## config.mk

```make
export PLATFORM = sky130hd
export DESIGN_NAME = ram_loader_flat
export DESIGN_NICKNAME = d
export VERILOG_FILES = /design/src/rtl/ram_loader_pkg.sv /design/src/rtl/ram_loader_if.sv /design/src/rtl/ram_loader_addr_cnt.sv /design/src/rtl/ram_loader.sv /design/src/flat_wrapper.sv
export SDC_FILE = /design/constraint.sdc
export NUM_CORES = 1
export LEC_CHECK = 0
export CORE_MARGIN = 3
export CORE_UTILIZATION = 40
export CTS_CLUSTER_DIAMETER = 200
export DETAILED_ROUTE_END_ITERATION = 12
export PLACE_DENSITY = 0.76
export SYNTH_ARGS = -nofsm -noshare
export SYNTH_HDL_FRONTEND = slang
export SYNTH_SLANG_ARGS = --single-unit
```

## constraint.sdc

```tcl
create_clock -name clk -period 2.5 [get_ports clk]
set_input_delay 0.625 -clock clk [delete_from_list [all_inputs] [get_ports clk]]
set_output_delay 0.625 -clock clk [all_outputs]
set_load 0.005 [all_outputs]
```

## src/rtl/ram_loader_pkg.sv

```systemverilog
// Shared types and default sizing for the RAM loader.
package ram_loader_pkg;

    localparam int DATA_W_DEF = 8;
    localparam int ADDR_W_DEF = 4;
    localparam int DEPTH_DEF  = 1 << ADDR_W_DEF;

    typedef enum logic [1:0] {
        IDLE,
        LOAD,
        WRITE,
        DONE
    } state_t;

endpackage

```

## src/rtl/ram_loader_if.sv

```systemverilog
// Loader bus: session control, upstream byte handshake, and the RAM write port.
interface ram_loader_if #(
    parameter int DATA_W = ram_loader_pkg::DATA_W_DEF,
    parameter int ADDR_W = ram_loader_pkg::ADDR_W_DEF
);

    logic              start;
    logic              abort;
    logic              in_valid;
    logic [DATA_W-1:0] in_data;
    logic              in_ready;
    logic [DATA_W-1:0] ram_din;
    logic [ADDR_W-1:0] ram_addr;
    logic              ram_prog;
    logic              busy;
    logic              done;
    logic [DATA_W-1:0] checksum;

    // The loader itself.
    modport master (
        input  start, abort, in_valid, in_data,
        output in_ready, ram_din, ram_addr, ram_prog, busy, done, checksum
    );

    // The CPU / upstream / RAM side.
    modport slave (
        output start, abort, in_valid, in_data,
        input  in_ready, ram_din, ram_addr, ram_prog, busy, done, checksum
    );

endinterface

```

## src/rtl/ram_loader_addr_cnt.sv

```systemverilog
// RAM write-address counter: synchronous clear beats increment; tc flags the last location.
module ram_loader_addr_cnt
    import ram_loader_pkg::*;
#(
    parameter int ADDR_W = ADDR_W_DEF
) (
    input  logic              clk,
    input  logic              n_rst,
    input  logic              clr,
    input  logic              inc,
    output logic [ADDR_W-1:0] cnt,
    output logic              tc
);

    always_ff @(posedge clk or negedge n_rst) begin
        if (!n_rst) begin
            cnt <= '0;
        end else if (clr) begin
            cnt <= '0;
        end else if (inc) begin
            cnt <= cnt + ADDR_W'(1);
        end
    end

    assign tc = &cnt;

endmodule

```

## src/rtl/ram_loader.sv

```systemverilog
// RAM loader: writes one upstream byte per two cycles into all 2**ADDR_W RAM locations.
// Define RAM_LOADER_CHECKSUM_EN for a running byte checksum; otherwise checksum reads 0.
module ram_loader
    import ram_loader_pkg::*;
#(
    parameter int DATA_W = DATA_W_DEF,
    parameter int ADDR_W = ADDR_W_DEF
) (
    input  logic         clk,
    input  logic         n_rst,
    ram_loader_if.master bus
);

    state_t            state;
    logic [DATA_W-1:0] din_q;
    logic              prog_q;
    logic              done_q;
    logic [ADDR_W-1:0] addr;
    logic              addr_tc;
    logic              in_session;
    logic              start_ok;
    logic              accept;

    assign in_session = (state == LOAD) || (state == WRITE);
    assign start_ok   = bus.start && ((state == IDLE) || (state == DONE));
    assign accept     = (state == LOAD) && bus.in_valid && !bus.abort;

    // Address advances as WRITE is left, so it stays put for the whole strobe cycle.
    ram_loader_addr_cnt #(.ADDR_W(ADDR_W)) u_addr_cnt (
        .clk   (clk),
        .n_rst (n_rst),
        .clr   (start_ok || (in_session && bus.abort)),
        .inc   ((state == WRITE) && !bus.abort),
        .cnt   (addr),
        .tc    (addr_tc)
    );

    // NOTE: state and outputs are registers, so only <= here; a blocking write would
    // let later statements see the new value within the same edge and skew timing.
    always_ff @(posedge clk or negedge n_rst) begin
        if (!n_rst) begin
            state  <= IDLE;
            din_q  <= '0;
            prog_q <= 1'b0;
            done_q <= 1'b0;
        end else begin
            case (state)
                IDLE, DONE: begin
                    if (bus.start) begin
                        state  <= LOAD;
                        done_q <= 1'b0;
                    end
                end
                LOAD: begin
                    if (bus.abort) begin
                        state <= IDLE;
                    end else if (accept) begin
                        din_q  <= bus.in_data;
                        prog_q <= 1'b1;
                        state  <= WRITE;
                    end
                end
                WRITE: begin
                    prog_q <= 1'b0;
                    if (bus.abort) begin
                        state <= IDLE;
                    end else if (addr_tc) begin
                        state  <= DONE;
                        done_q <= 1'b1;
                    end else begin
                        state <= LOAD;
                    end
                end
                default: state <= IDLE;
            endcase
        end
    end

`ifdef RAM_LOADER_CHECKSUM_EN
    logic [DATA_W-1:0] sum_q;

    always_ff @(posedge clk or negedge n_rst) begin
        if (!n_rst) begin
            sum_q <= '0;
        end else if (start_ok) begin
            sum_q <= '0;
        end else if (accept) begin
            sum_q <= sum_q + bus.in_data;
        end
    end

    assign bus.checksum = sum_q;
`else
    assign bus.checksum = '0;
`endif

    assign bus.in_ready = (state == LOAD);
    assign bus.busy     = in_session;
    assign bus.ram_din  = din_q;
    assign bus.ram_addr = addr;
    assign bus.ram_prog = prog_q;
    assign bus.done     = done_q;

endmodule

```

## src/flat_wrapper.sv

```systemverilog
// flat-port wrapper written by rule: the top's interface ports become plain ports
module ram_loader_flat import ram_loader_pkg::*;
#(
    parameter int DATA_W = DATA_W_DEF,
    parameter int ADDR_W = ADDR_W_DEF
)
  (clk, n_rst, bus_start, bus_abort, bus_in_valid, bus_in_data, bus_in_ready, bus_ram_din, bus_ram_addr, bus_ram_prog, bus_busy, bus_done, bus_checksum);
  ram_loader_if #(.DATA_W(DATA_W), .ADDR_W(ADDR_W)) bus_i ();
  input  logic clk;
  input  logic n_rst;
  input wire logic [$bits(bus_i.start)-1:0] bus_start;
  input wire logic [$bits(bus_i.abort)-1:0] bus_abort;
  input wire logic [$bits(bus_i.in_valid)-1:0] bus_in_valid;
  input wire logic [$bits(bus_i.in_data)-1:0] bus_in_data;
  output wire logic [$bits(bus_i.in_ready)-1:0] bus_in_ready;
  output wire logic [$bits(bus_i.ram_din)-1:0] bus_ram_din;
  output wire logic [$bits(bus_i.ram_addr)-1:0] bus_ram_addr;
  output wire logic [$bits(bus_i.ram_prog)-1:0] bus_ram_prog;
  output wire logic [$bits(bus_i.busy)-1:0] bus_busy;
  output wire logic [$bits(bus_i.done)-1:0] bus_done;
  output wire logic [$bits(bus_i.checksum)-1:0] bus_checksum;
  assign bus_i.start = bus_start;
  assign bus_i.abort = bus_abort;
  assign bus_i.in_valid = bus_in_valid;
  assign bus_i.in_data = bus_in_data;
  assign bus_in_ready = bus_i.in_ready;
  assign bus_ram_din = bus_i.ram_din;
  assign bus_ram_addr = bus_i.ram_addr;
  assign bus_ram_prog = bus_i.ram_prog;
  assign bus_busy = bus_i.busy;
  assign bus_done = bus_i.done;
  assign bus_checksum = bus_i.checksum;
  ram_loader #(.DATA_W(DATA_W), .ADDR_W(ADDR_W)) u_core (.clk(clk), .n_rst(n_rst), .bus(bus_i));
endmodule
```

### After elaboration in Yosys (flattened, before gate mapping)

Cells that the tools add are included.

| cells by class | value |
|---|---|
| muxes and demuxes | 15 |
| bitwise gates (word level) | 1 |
| add/subtract/negate cells | 1 |
| reductions and logical operators | 19 |
| equal/unequal tests | 9 |

Operators by type and width:

| operator | count |
|---|---|
| 2-bit 2-to-1 mux | 5 |
| 4-bit 2-to-1 mux | 2 |
| 4-bit AND reduction | 2 |
| 2-bit != test (second input constant) | 3 |
| 2-bit case mux with 3 select lines | 1 |
| 3-bit AND reduction | 2 |
| 2-bit nonzero test | 3 |
| 1-bit logical AND | 5 |
| 1-bit 2-to-1 mux | 5 |
| 4-bit by 1-bit adder with 4-bit output (second input constant) | 1 |
| 2-bit == test (second input constant) | 2 |
| 2-bit by 1-bit != test with 1-bit output (second input constant) | 2 |
| 1-bit case mux with 2 select lines | 2 |
| 1-bit logical OR | 3 |
| 3-bit by 2-bit != test with 1-bit output (second input constant) | 1 |
| 2-bit by 1-bit == test with 1-bit output (second input constant) | 1 |
| 2-bit zero test | 1 |
| 2-bit AND reduction | 1 |
| 2-bit OR reduction | 1 |
| 1-bit zero test | 1 |
| 1-bit inverter | 1 |

| word-level totals | value |
|---|---|
| output and inout port bits | 24 |
| bits of input ports | 13 |
| register bits | 16 |
| logic and storage cells | 50 |

### Longest topological paths before layout

| depth | value |
|---|---|
| word-level depth | 6 |
| mapped depth | 6 |
| gate-level depth less buffers | 5 |

### Hierarchy

From an unflattened synthesis, not the netlist that was laid out.

| unflattened totals | value |
|---|---|
| cells, all modules | 75 |
| area, all modules | 858.3 µm² |

Modules (own cells, without submodules):

| module | area each (µm²) | times used | seq. area each (µm²) | cells an instance |
|---|---|---|---|---|
| ram_loader | 659.4 | 1 | 300.3 | 58 |
| ram_loader_addr_cnt | 198.9 | 1 | 100.1 | 17 |

### Least setup slack after synthesis

No wires, ideal clock.

| timing | value |
|---|---|
| path kind | reg-to-output |
| from | register u_core.state[0] |
| to | output bus_busy |
| stages on the path, launching flop included | 5 |
| slack | 963 ps |
| required time | 1875 ps |
| buffers on the path | 1 |
| arrival time | 912 ps |
| path through | dfrtp_1 > inv_1 > ha_1 > buf_4 > inv_1 |

| between the ends | value |
|---|---|
| cells in the longest elaborated chain, start to end | 2 |
| elaborated cells on any way between the ends | 3 |
| classes of those cells | eq/ne: 2; reduce/logical: 1 |

Ends and longest elaborated chain:

| element | line | source |
|---|---|---|
| from (decl) | ram_loader.sv:14 | `state_t state;` |
| from (signal assigned) | ram_loader.sv:42 | `state <= IDLE;` |
| from (signal assigned) | ram_loader.sv:50 | `state <= LOAD;` |
| from (signal assigned) | ram_loader.sv:56 | `state <= IDLE;` |
| 2-bit by 1-bit == test with 1-bit output / 2-bit == test (equally long branches) | ram_loader.sv:24 | `assign in_session = (state == LOAD) \|\| (state == WRITE);` |
| 1-bit logical OR (*) | ram_loader.sv:24 |  |
| to (decl) | flat_wrapper.sv:19 | `output wire logic [$bits(bus_i.busy)-1:0] bus_busy;` |

Every way passes the cells marked *; elsewhere a longest branch is shown, timed or not.

### Worst setup path in the final report

Ends and elaborated chain as after synthesis.

==> results.json <==
{
  "hold_viol_final": 0,
  "final_cells": 137,
  "firstDrtPassIters": 2,
  "fp.dieW_um": 53.8,
  "io_buffers": 28,
  "end_kind": "primary output",
  "timing.rr.start": "u_core.state[0]$_DFFE_PN0P_",
  "clk_latency_ns": 0.29,
  "final_common_cell": "clkdlybuf4s50_1",
  "final_nets": 127,
  "syn_area_per_cell_um2": 11.4,
  "register_area_um2": 400,
  "drv_cap": 0,
  "postCtsSetupRepairBufs": 0,
  "track_usage_pct": 13.7,
  "clock-root-buffer": "clkbuf_4",
  "rsz0062_at_grt": "no",
  "cp_data_arrival_time_ns": 1.58,
  "crit_fanout": 3,
  "start_util_pct": 44.2,
  "period_minus_slack_ns": 2.21,
  "critPathSlowestCell": "clkdlybuf4s50_1",
  "syn_inst": 80,
  "yosys_warnings": 0,
  "wl_per_cell_um": 13.2,
  "grt_overflow": 0,
  "htree_levels": 1,
  "final_cell_mix": "28 x clkdlybuf4s50_1, 16 x dfrtp_1, 8 x mux2_4, 8 x conb_1, 7 x a21oi_1",
  "grt_pass1_vias": 666,
  "cp_common_cell": "inv_1",
  "die_area_mm2": 0.00289,
  "finalMaxSlewViolations": 0,
  "p_per_area_mw_per_mm2": 987,
  "cp_top_family": "buffers and inverters",
  "fin_tns_setup_ns": 0,
  "dpl.hpwl_um": 1350,
  "grt_max_degree": 17,
  "cp_num_buf_inv": 3,
  "finalWirelength_um": 1810,
  "syn_area_um2": 912,
  "ys_types": 25,
  "clock_sink_count": 16,
  "finalSetupViolations": 0,
  "path_clk_slew_ns": 0.10,
  "viasPerCell": 4.89,
  "dp.cells": 133,
  "synth_seq_cells": 16,
  "max_freq_mhz": 453,
  "fp-row-count": 16,
  "first_iter_violations": 3,
  "power_w": 0.00120,
  "cts_resized": 0,
  "antenna_found_initial": 0,
  "grt_pass1_wl_um": 2900,
  "hold_buffers": 0,
  "cts_buffer_depth": 2,
  "path_cells": "inv_1 -> ha_1 -> inv_1 -> clkdlybuf4s50_1",
  "hp-class": "reg -> reg",
  "ys_seq_area_share_pct": 43.9,
  "period_share_pct": 88.4,
  "cp_slowest_stage_delay_ns": 0.49,
  "cts_tree": "built",
  "io_pins": 37,
  "drive_gt1_share_pct": 14.5,
  "p_leak_nw": 0.559,
  "drc_errors": 0,
  "status": "completed",
  "die_h_um": 53.8,
  "core_mm2": 0.00206,
  "place_congestion": 0.746,
  "multi_input_comb_area_um2": 428,
  "num-fill-cells": 176,
  "syn_to_final_growth_pct": 33.3,
  "cts_buffers": 3,
  "startpoint_type": "flip-flop",
  "peakVddDrop_uv": 507,
  "fin_worst_skew_ns": 0.00468,
  "diodes": 0,
  "tightest_slew_ns": 0.690,
  "cp-startpoint": "u_core.state[0]$_DFFE_PN0P_",
  "vias": 670,
  "worstSetupPathType": "reg -> out",
  "cp.required_ns": 1.88,
  "relSlewSlack_pct": 53.9,
  "min_from": "u_core.bus.ram_din[0]$_DFFE_PN0P_",
  "antenna_left": 0
}
-- per-layer routing --
layer  vias up  routed length (um)  global-route usage, %
li1        323                   -                      -
met5         -                   0                      0
met3         3                 168                   3.88
met2        30                 809                   23.0
met4         0                  15                   3.83
met1       314                 816                   17.1
-- power by group --
part / leakage [nW] / switching (W) / internal [W]
Clock: 0.0210 / 0.0000820 / 0.0000887
Sequential: 0.198 / 0.0000577 / 0.000351
Combinational: 0.339 / 0.000228 / 0.000393
Total: 0.559 / 0.000368 / 0.000832
-- kinds of logic (layout without fill, tap and decap cells) --
kind of cell / after synthesis / after routing / share of synthesized area (%)
flip-flops: 16 / 16 / 43.9
adder cells (fa/ha/maj): 3 / 3 / 4.12
AND/OR/NAND/NOR: 17 / 17 / 11.7
other: 1 / 8 / 0.411
AO/OA/AOI/OAI: 15 / 15 / 10.3
buffers and inverters: 16 / 39 / 12.1
multiplexers: 12 / 12 / 17.6
-- flip-flops by register name (all words and copies together) (netlist names) --
name                   count
u_core.u_addr_cnt.cnt      4
u_core.bus.ram_prog        1
u_core.state               2
u_core.bus.ram_din         8
u_core.bus.done            1
-- worst paths after layout --
| kind | endpoint | slack (ns) | cells after the start |
|---|---|---|---|
| max | bus_busy | 0.29 | 4 |
| min | u_core.bus.ram_din[0]$_DFFE_PN0P_ | 0.52 | 1 |
| max reg2reg | u_core.u_addr_cnt.cnt[3]$_DFFE_PN0P_ | 0.95 | 6 |
| min reg2reg | u_core.bus.ram_din[0]$_DFFE_PN0P_ | 0.52 | 1 |
| max in group asynchronous | u_core.bus.ram_prog$_DFFE_PN0P_ | 1.32 | 1 |
| min in group asynchronous | u_core.bus.ram_din[2]$_DFFE_PN0P_ | 0.75 | 1 |
-- area by class of cell --
| class | count | share of cell area (%) |
|---|---|---|
| sequential | 16 | 32.9 |
| inverter | 4 | 1.23 |
| clock buffer | 4 | 2.98 |
| multi-input combinational | 55 | 35.2 |
| timing repair buffer | 31 | 24.9 |
| tap | 27 | 2.78 |
-- through the flow --
step	hold slack, ns	cell area (um2)	setup slack [ns]	utilization [%]
detailed placement	0.500	1180	0.525	57.2
CTS	0.526	1220	0.286	59.0
finish	0.524	1220	0.291	59.0
global placement	0.498	1180	0.554	57.2
floorplan	0.329	938	0.963	-
global route	0.536	1220	0.177	59.0
-- synthesized netlist by cell type, drive strengths merged --
cell type / count / area, um2
conb: 1 / 3.75
nor2: 2 / 7.51
a21oi: 7 / 35.0
dfrtp: 16 / 400
o221ai: 1 / 8.76
nand2b: 3 / 18.8
a221oi: 1 / 8.76
or2b: 3 / 22.5
o2bb2ai: 1 / 8.76
ha: 3 / 37.5
a221o: 1 / 10.0
mux2: 8 / 120
clkbuf: 1 / 5.00
and3b: 1 / 8.76
nand4: 1 / 6.26
and4b: 1 / 10.0
a31oi: 1 / 6.26
buf: 11 / 90.1
mux2i: 4 / 40.0
nor2b: 1 / 13.8
o22ai: 1 / 6.26
inv: 4 / 15.0
o21ai: 2 / 10.0
nand2: 5 / 18.8
-- worst reg2reg max path: stages, from the launching register on --
cell and delay (ns):
dfrtp_1 0.38, inv_1 0.05, ha_1 0.30, buf_4 0.17
mux2i_1 0.22, or2b_1 0.24, mux2i_1 0.12
Note: power is estimated with default switching activity, not from simulation.
